### src/rtl/fpu_sequencer.sv
// One-request-at-a-time bridge between the execute stage and the FPU controller.
// Latches a request, runs the operand/result strobe-ack handshakes and returns the result.
module fpu_sequencer #(
  parameter int         CNT_W  = 16,
  parameter logic [3:0] MAX_OP = 4'b1010
) (
  input  logic             clk,
  input  logic             reset_n,
  input  logic             req_valid,
  output logic             req_ready,
  input  logic [3:0]       req_op,
  input  logic [31:0]      req_a,
  input  logic [31:0]      req_b,
  output logic             resp_valid,
  input  logic             resp_ready,
  output logic [31:0]      resp_data,
  output logic             resp_err,
  output logic [CNT_W-1:0] resp_cycles,
  output logic [3:0]       fpu_op,
  output logic [31:0]      fpu_in1,
  output logic [31:0]      fpu_in2,
  output logic             fpu_in1_stb,
  output logic             fpu_in2_stb,
  input  logic             fpu_in1_ack,
  input  logic             fpu_in2_ack,
  input  logic [31:0]      fpu_out,
  input  logic             fpu_out_stb,
  output logic             fpu_out_ack
);

  typedef enum logic [1:0] {IDLE, SEND, WAIT, RESP} state_t;

  localparam logic [CNT_W-1:0] CNT_ONE = 1;

  state_t            state_reg, state_next;
  logic              req_ready_reg, req_ready_next;
  logic              resp_valid_reg, resp_valid_next;
  logic [31:0]       resp_data_reg, resp_data_next;
  logic              resp_err_reg, resp_err_next;
  logic [CNT_W-1:0]  resp_cycles_reg, resp_cycles_next;
  logic [3:0]        fpu_op_reg, fpu_op_next;
  logic [31:0]       fpu_in1_reg, fpu_in1_next;
  logic [31:0]       fpu_in2_reg, fpu_in2_next;
  logic              in1_stb_reg, in1_stb_next;
  logic              in2_stb_reg, in2_stb_next;
  logic              out_ack_reg, out_ack_next;
  logic              sent1_reg, sent1_next;
  logic              sent2_reg, sent2_next;
  logic [CNT_W-1:0]  cnt_reg, cnt_next;
  logic              xfer1, xfer2, xfer_out;

  function automatic logic [CNT_W-1:0] sat_inc(input logic [CNT_W-1:0] v);
    return (&v) ? v : v + CNT_ONE;
  endfunction

  assign xfer1    = in1_stb_reg && fpu_in1_ack;
  assign xfer2    = in2_stb_reg && fpu_in2_ack;
  assign xfer_out = out_ack_reg && fpu_out_stb;

  always_ff @(posedge clk or negedge reset_n) begin
    if (!reset_n) begin
      state_reg       <= IDLE;
      req_ready_reg   <= 1'b1;
      resp_valid_reg  <= 1'b0;
      resp_data_reg   <= '0;
      resp_err_reg    <= 1'b0;
      resp_cycles_reg <= '0;
      fpu_op_reg      <= '0;
      fpu_in1_reg     <= '0;
      fpu_in2_reg     <= '0;
      in1_stb_reg     <= 1'b0;
      in2_stb_reg     <= 1'b0;
      out_ack_reg     <= 1'b0;
      sent1_reg       <= 1'b0;
      sent2_reg       <= 1'b0;
      cnt_reg         <= '0;
    end else begin
      state_reg       <= state_next;
      req_ready_reg   <= req_ready_next;
      resp_valid_reg  <= resp_valid_next;
      resp_data_reg   <= resp_data_next;
      resp_err_reg    <= resp_err_next;
      resp_cycles_reg <= resp_cycles_next;
      fpu_op_reg      <= fpu_op_next;
      fpu_in1_reg     <= fpu_in1_next;
      fpu_in2_reg     <= fpu_in2_next;
      in1_stb_reg     <= in1_stb_next;
      in2_stb_reg     <= in2_stb_next;
      out_ack_reg     <= out_ack_next;
      sent1_reg       <= sent1_next;
      sent2_reg       <= sent2_next;
      cnt_reg         <= cnt_next;
    end
  end

  always_comb begin
    state_next       = state_reg;
    req_ready_next   = req_ready_reg;
    resp_valid_next  = resp_valid_reg;
    resp_data_next   = resp_data_reg;
    resp_err_next    = resp_err_reg;
    resp_cycles_next = resp_cycles_reg;
    fpu_op_next      = fpu_op_reg;
    fpu_in1_next     = fpu_in1_reg;
    fpu_in2_next     = fpu_in2_reg;
    in1_stb_next     = in1_stb_reg;
    in2_stb_next     = in2_stb_reg;
    out_ack_next     = out_ack_reg;
    sent1_next       = sent1_reg;
    sent2_next       = sent2_reg;
    cnt_next         = cnt_reg;

    case (state_reg)
      IDLE: begin
        if (req_valid && req_ready_reg) begin
          req_ready_next = 1'b0;
          if (req_op <= MAX_OP) begin
            fpu_op_next  = req_op;
            fpu_in1_next = req_a;
            fpu_in2_next = req_b;
            in1_stb_next = 1'b1;
            in2_stb_next = 1'b1;
            sent1_next   = 1'b0;
            sent2_next   = 1'b0;
            cnt_next     = '0;
            state_next   = SEND;
          end else begin
            // Illegal op never reaches the FPU; answer directly.
            resp_err_next    = 1'b1;
            resp_data_next   = '0;
            resp_cycles_next = '0;
            resp_valid_next  = 1'b1;
            state_next       = RESP;
          end
        end
      end
      SEND: begin
        cnt_next = sat_inc(cnt_reg);
        if (xfer1) begin
          in1_stb_next = 1'b0;
          sent1_next   = 1'b1;
        end
        if (xfer2) begin
          in2_stb_next = 1'b0;
          sent2_next   = 1'b1;
        end
        if ((sent1_reg || xfer1) && (sent2_reg || xfer2)) begin
          out_ack_next = 1'b1;
          state_next   = WAIT;
        end
      end
      WAIT: begin
        cnt_next = sat_inc(cnt_reg);
        if (xfer_out) begin
          resp_data_next   = fpu_out;
          resp_err_next    = 1'b0;
          resp_cycles_next = sat_inc(cnt_reg);
          out_ack_next     = 1'b0;
          resp_valid_next  = 1'b1;
          state_next       = RESP;
        end
      end
      RESP: begin
        if (resp_valid_reg && resp_ready) begin
          resp_valid_next = 1'b0;
          req_ready_next  = 1'b1;
          state_next      = IDLE;
        end
      end
      default: state_next = IDLE;
    endcase
  end

  assign req_ready   = req_ready_reg;
  assign resp_valid  = resp_valid_reg;
  assign resp_data   = resp_data_reg;
  assign resp_err    = resp_err_reg;
  assign resp_cycles = resp_cycles_reg;
  assign fpu_op      = fpu_op_reg;
  assign fpu_in1     = fpu_in1_reg;
  assign fpu_in2     = fpu_in2_reg;
  assign fpu_in1_stb = in1_stb_reg;
  assign fpu_in2_stb = in2_stb_reg;
  assign fpu_out_ack = out_ack_reg;

endmodule

### config.mk
export PLATFORM = sky130hd
export DESIGN_NAME = fpu_sequencer
export DESIGN_NICKNAME = d
export VERILOG_FILES = /design/src/rtl/fpu_sequencer.sv
export SDC_FILE = /design/constraint.sdc
export NUM_CORES = 1
export LEC_CHECK = 0
export ABC_AREA = 1
export BUFFER_PORTS_ARGS = -buffer_cell sky130_fd_sc_hd__buf_2
export CAP_MARGIN = 20
export CORE_MARGIN = 1.5
export CORE_UTILIZATION = 35
export DETAILED_ROUTE_END_ITERATION = 16
export GPL_ROUTABILITY_DRIVEN = 0
export HOLD_SLACK_MARGIN = 0.1
export PLACE_DENSITY = 0.59
export SLEW_MARGIN = 5
export SYNTH_ARGS = -nofsm -noshare
export SYNTH_HDL_FRONTEND = slang
export SYNTH_SLANG_ARGS = --single-unit
export TNS_END_PERCENT = 50
### constraint.sdc
create_clock -name clk -period 4.7 [get_ports clk]
set_clock_uncertainty 0.15 [all_clocks]
set_input_delay 0 -clock clk [delete_from_list [all_inputs] [get_ports clk]]
set_output_delay 0 -clock clk [all_outputs]
set_load 0.01 [all_outputs]
==> metrics.md <==
| Metric | Value |
|---|---|
| I/O Buffers | `between 200 and 250` |
| I/O pin cnt | `around 230` |
| Drt wl/cell | `approximately 13 µm` |
| Post-route DRC | `0` |
| Min Hold Slack | `0.0927 ns` |
| P per Cell Area | `around 320 mW/mm²` |
| Final worst path period share | `0.574` |
| Seq/Total Area, Yosys | `0.586` |
| Critical Path Start Type | `flip-flop` |
| Post-CTS setup buffer count | `0` |
| Worst reg-to-reg path cell count | `9` |
| Skew-Pair Late Insertion Delay | `between 0.4 and 0.5 ns` |
| Slew @ Worst Pin | `0.850 ns` |
| Max VDD drop | `approximately 240 µV` |
| Max-slew headroom | `0.433` |
| Setup repair after global routing missed its margin | `no` |
| First-pass GRT wire length | `between 20000 and 30000 µm` |
| Initial Util | `0.362` |
| Clock buffer count from CTS | `17` |
| H-tree depth | `4` |
| Fraction of layout cells with a size suffix above 1 | `0.261` |
| Setup WS post-layout | `between 2 and 2.5 ns` |
| Setup TNS | `0 ns` |
| Met3 WL post-DR | `1060 µm` |
| R2r startpoint | `state_reg[1]` |
| Synth Register Bits | `roughly 140` |
| Max-cap violations | `0` |
| Sink Count | `around 140` |
| Buf+Inv Stages, Crit Path | `3` |
| Post-Syn Instances | `~730` |
| CTS tree | `done` |
| Area delta synth->final | `50.1%` |
| Mean Syn Cell Area | `between 8 and 9 µm²` |
| CTS Root Cell | `clkbuf_16` |
| DRT met1 WL | `~7500 µm` |
| Max-slew violations | `0` |
| Die W | `135 µm` |
| Die extent in y | `approximately 130 µm` |
| Yosys Warn Count | `0` |
| Commonest non-fill, non-tap cell in the layout | `nand2_1` |
| Worst EP arrival | `approximately 2.9 ns` |
| All-Layer GR Usage | `0.186` |
| Pre-Repair DR Iteration Count | `4` |
| Global-route congestion overflow total | `0` |
| Vias in the first global route | `roughly 5600` |
| Synth Net Count | `about 850` |
| Pre-CTS setup slack | `2.22 ns` |
| Fin cells | `1300` |
| Top Metal Used | `met4` |
| Routed Antenna Nets | `0` |
| Max Freq | `approximately 370 MHz` |
| Synth Cell Area | `0.00607 mm²` |
| Delay-heaviest family, CP | `buffers and inverters` |
| Clock tree buffer depth | `2` |
| Crit path max-delay cell type | `dlygate4sd3_1` |
| CP Max Fanout | `7` |
| Diodes inserted | `0` |
| Crit path largest cell delay | `about 0.60 ns` |
| Final wirelength | `16700 µm` |
| Hpwl dp | `approximately 10000 µm` |
| # rows | `47` |
| Inst Count DP | `~1200` |
| Synth unique cells | `28` |
| Core footprint | `0.0168 mm²` |
| Initial antenna violation count | `0` |
| Average vias per placed instance | `approximately 4.4` |
| Die area | `0.0181 mm²` |
| Hold WC Path Type | `in -> async` |
| Status | `finished clean` |
| Hold Fails Final Rpt | `0` |
| NumNets Final | `between 1000 and 1500` |
| Critical Path End Type | `flip-flop` |
| Final setup viols | `0` |
| Routed wl met2 | `about 8000 µm` |
| Most frequent cells in the layout | `439 x nand2_1, 227 x buf_2, 141 x dfrtp_1` |
| CP Class | `reg -> reg` |
| Worst R2R End | `fpu_in1_stb` |
| Clock transition at path regs | `roughly 0.06 ns` |
| Post-layout util | `0.543` |
| Leak Pwr | `0.00520 µW` |
| DR iter-0 viols | `330` |
| Vias | `around 5700` |
| Tmin final | `about 2.7 ns` |
| Worst R2R Setup Slack | `between 2 and 2.5 ns` |
| Data required, critical path | `between 4 and 5 ns` |
| CP Cell Sequence | `inv_1, ha_1, nand2_4, o21ai_0, nand3_1, dlygate4sd3_1, nand2_1, nand2_1, dlygate4sd3_1` |
| Pin count of the biggest net entering global routing | `between 90 and 100` |
power breakdown:
group          switching (µW)  internal (µW)
clock                     520            962
combinational            72.1            105
sequential               7.31           1240
Yosys cell counts:
master	count	share of area
nand2_1	439	0.27
dfrtp_1	141	0.58
inv_1	28	0.017
nor2_1	19	0.012
nand3_1	18	0.015
buf_2	17	0.014
o21ai_0	16	0.013
o21ai_1	7	0.0058
buf_6	6	0.011
ha_1	5	0.010
nand4_1	5	0.0052
nor2_2	5	0.0052
buf_4	4	0.0049
xor2_1	3	0.0043
inv_2	2	0.0012
nand2_2	2	0.0021
nand2_4	2	0.0037
nand3_2	2	0.0033
nand3b_1	2	0.0025
or2_2	2	0.0021
a21boi_2	1	0.0019
a21oi_1	1	0.00082
dfstp_2	1	0.0043
nand4_2	1	0.0021
nor2_4	1	0.0019
o2111ai_1	1	0.0014
o22ai_1	1	0.0010
or2_1	1	0.0010
per-layer routing:
layer,GRT usage,up-vias
met4,0.0693,0
li1,-,2910
met3,0.0499,28
met2,0.303,178
met5,0,-
met1,0.239,2601
stage by stage:
| stage | instance area, µm² | power (µW) |
|---|---|---|
| floorplan | 6070 | 1290 |
| global placement | 7340 | 1370 |
| detailed placement | 7340 | 1370 |
| CTS | 9090 | 2950 |
| global route | 9110 | 3010 |
| finish | 9110 | 2900 |
layout make-up:
cell class	instances	area, µm²
multi-input cells	534	2220
repair buffers	342	2290
inverters	30	113
well taps	220	275
flip-flops and latches	142	3550
clock buffers	20	447
fillers	1553	7650
clock inverters	12	206
worst max path at each step:
stage                                 end  slack [ns]          from  depth (start not counted)
after floorplan               fpu_in2[17]        3.03  state_reg[0]                         10
after global placement    resp_cycles[12]        2.33  state_reg[0]                          7
after detailed placement  resp_cycles[12]        2.22  state_reg[0]                          7
after CTS                     fpu_in1_stb        2.02  state_reg[0]                          9
after global routing          fpu_in1_stb        1.89  state_reg[0]                          9
final                         fpu_in1_stb        2.00  state_reg[1]                          9
logic make-up (layout without fill, tap and decap cells):
group | Yosys count | count (layout) | synth area share
flip-flops | 142 | 142 | 0.586
XOR/XNOR | 3 | 3 | 0.00433
buffers and inverters | 57 | 404 | 0.0486
AND/OR/NAND/NOR | 499 | 499 | 0.327
AO/OA/AOI/OAI | 27 | 27 | 0.0241
adder cells (fa/ha/maj) | 5 | 5 | 0.0103
worst reg2reg max path: cells and delay by family (launching register included):
kind / cells / cell delay (ns)
AOI/OAI and AO/OA: 1 / 0.09
adders and majority gates: 1 / 0.37
buffers and inverters: 3 / 1.24
DFF: 1 / 0.40
and+or+nand+nor: 4 / 0.32
repair_timing:
action | 4_1_cts | 5_1_grt
endpoints found under the hold margin | 203 | 0
hold buffers | 109 | 0
gates resized for setup | 0 | 0
No activity file was read; power rests on OpenSTA's default activity.
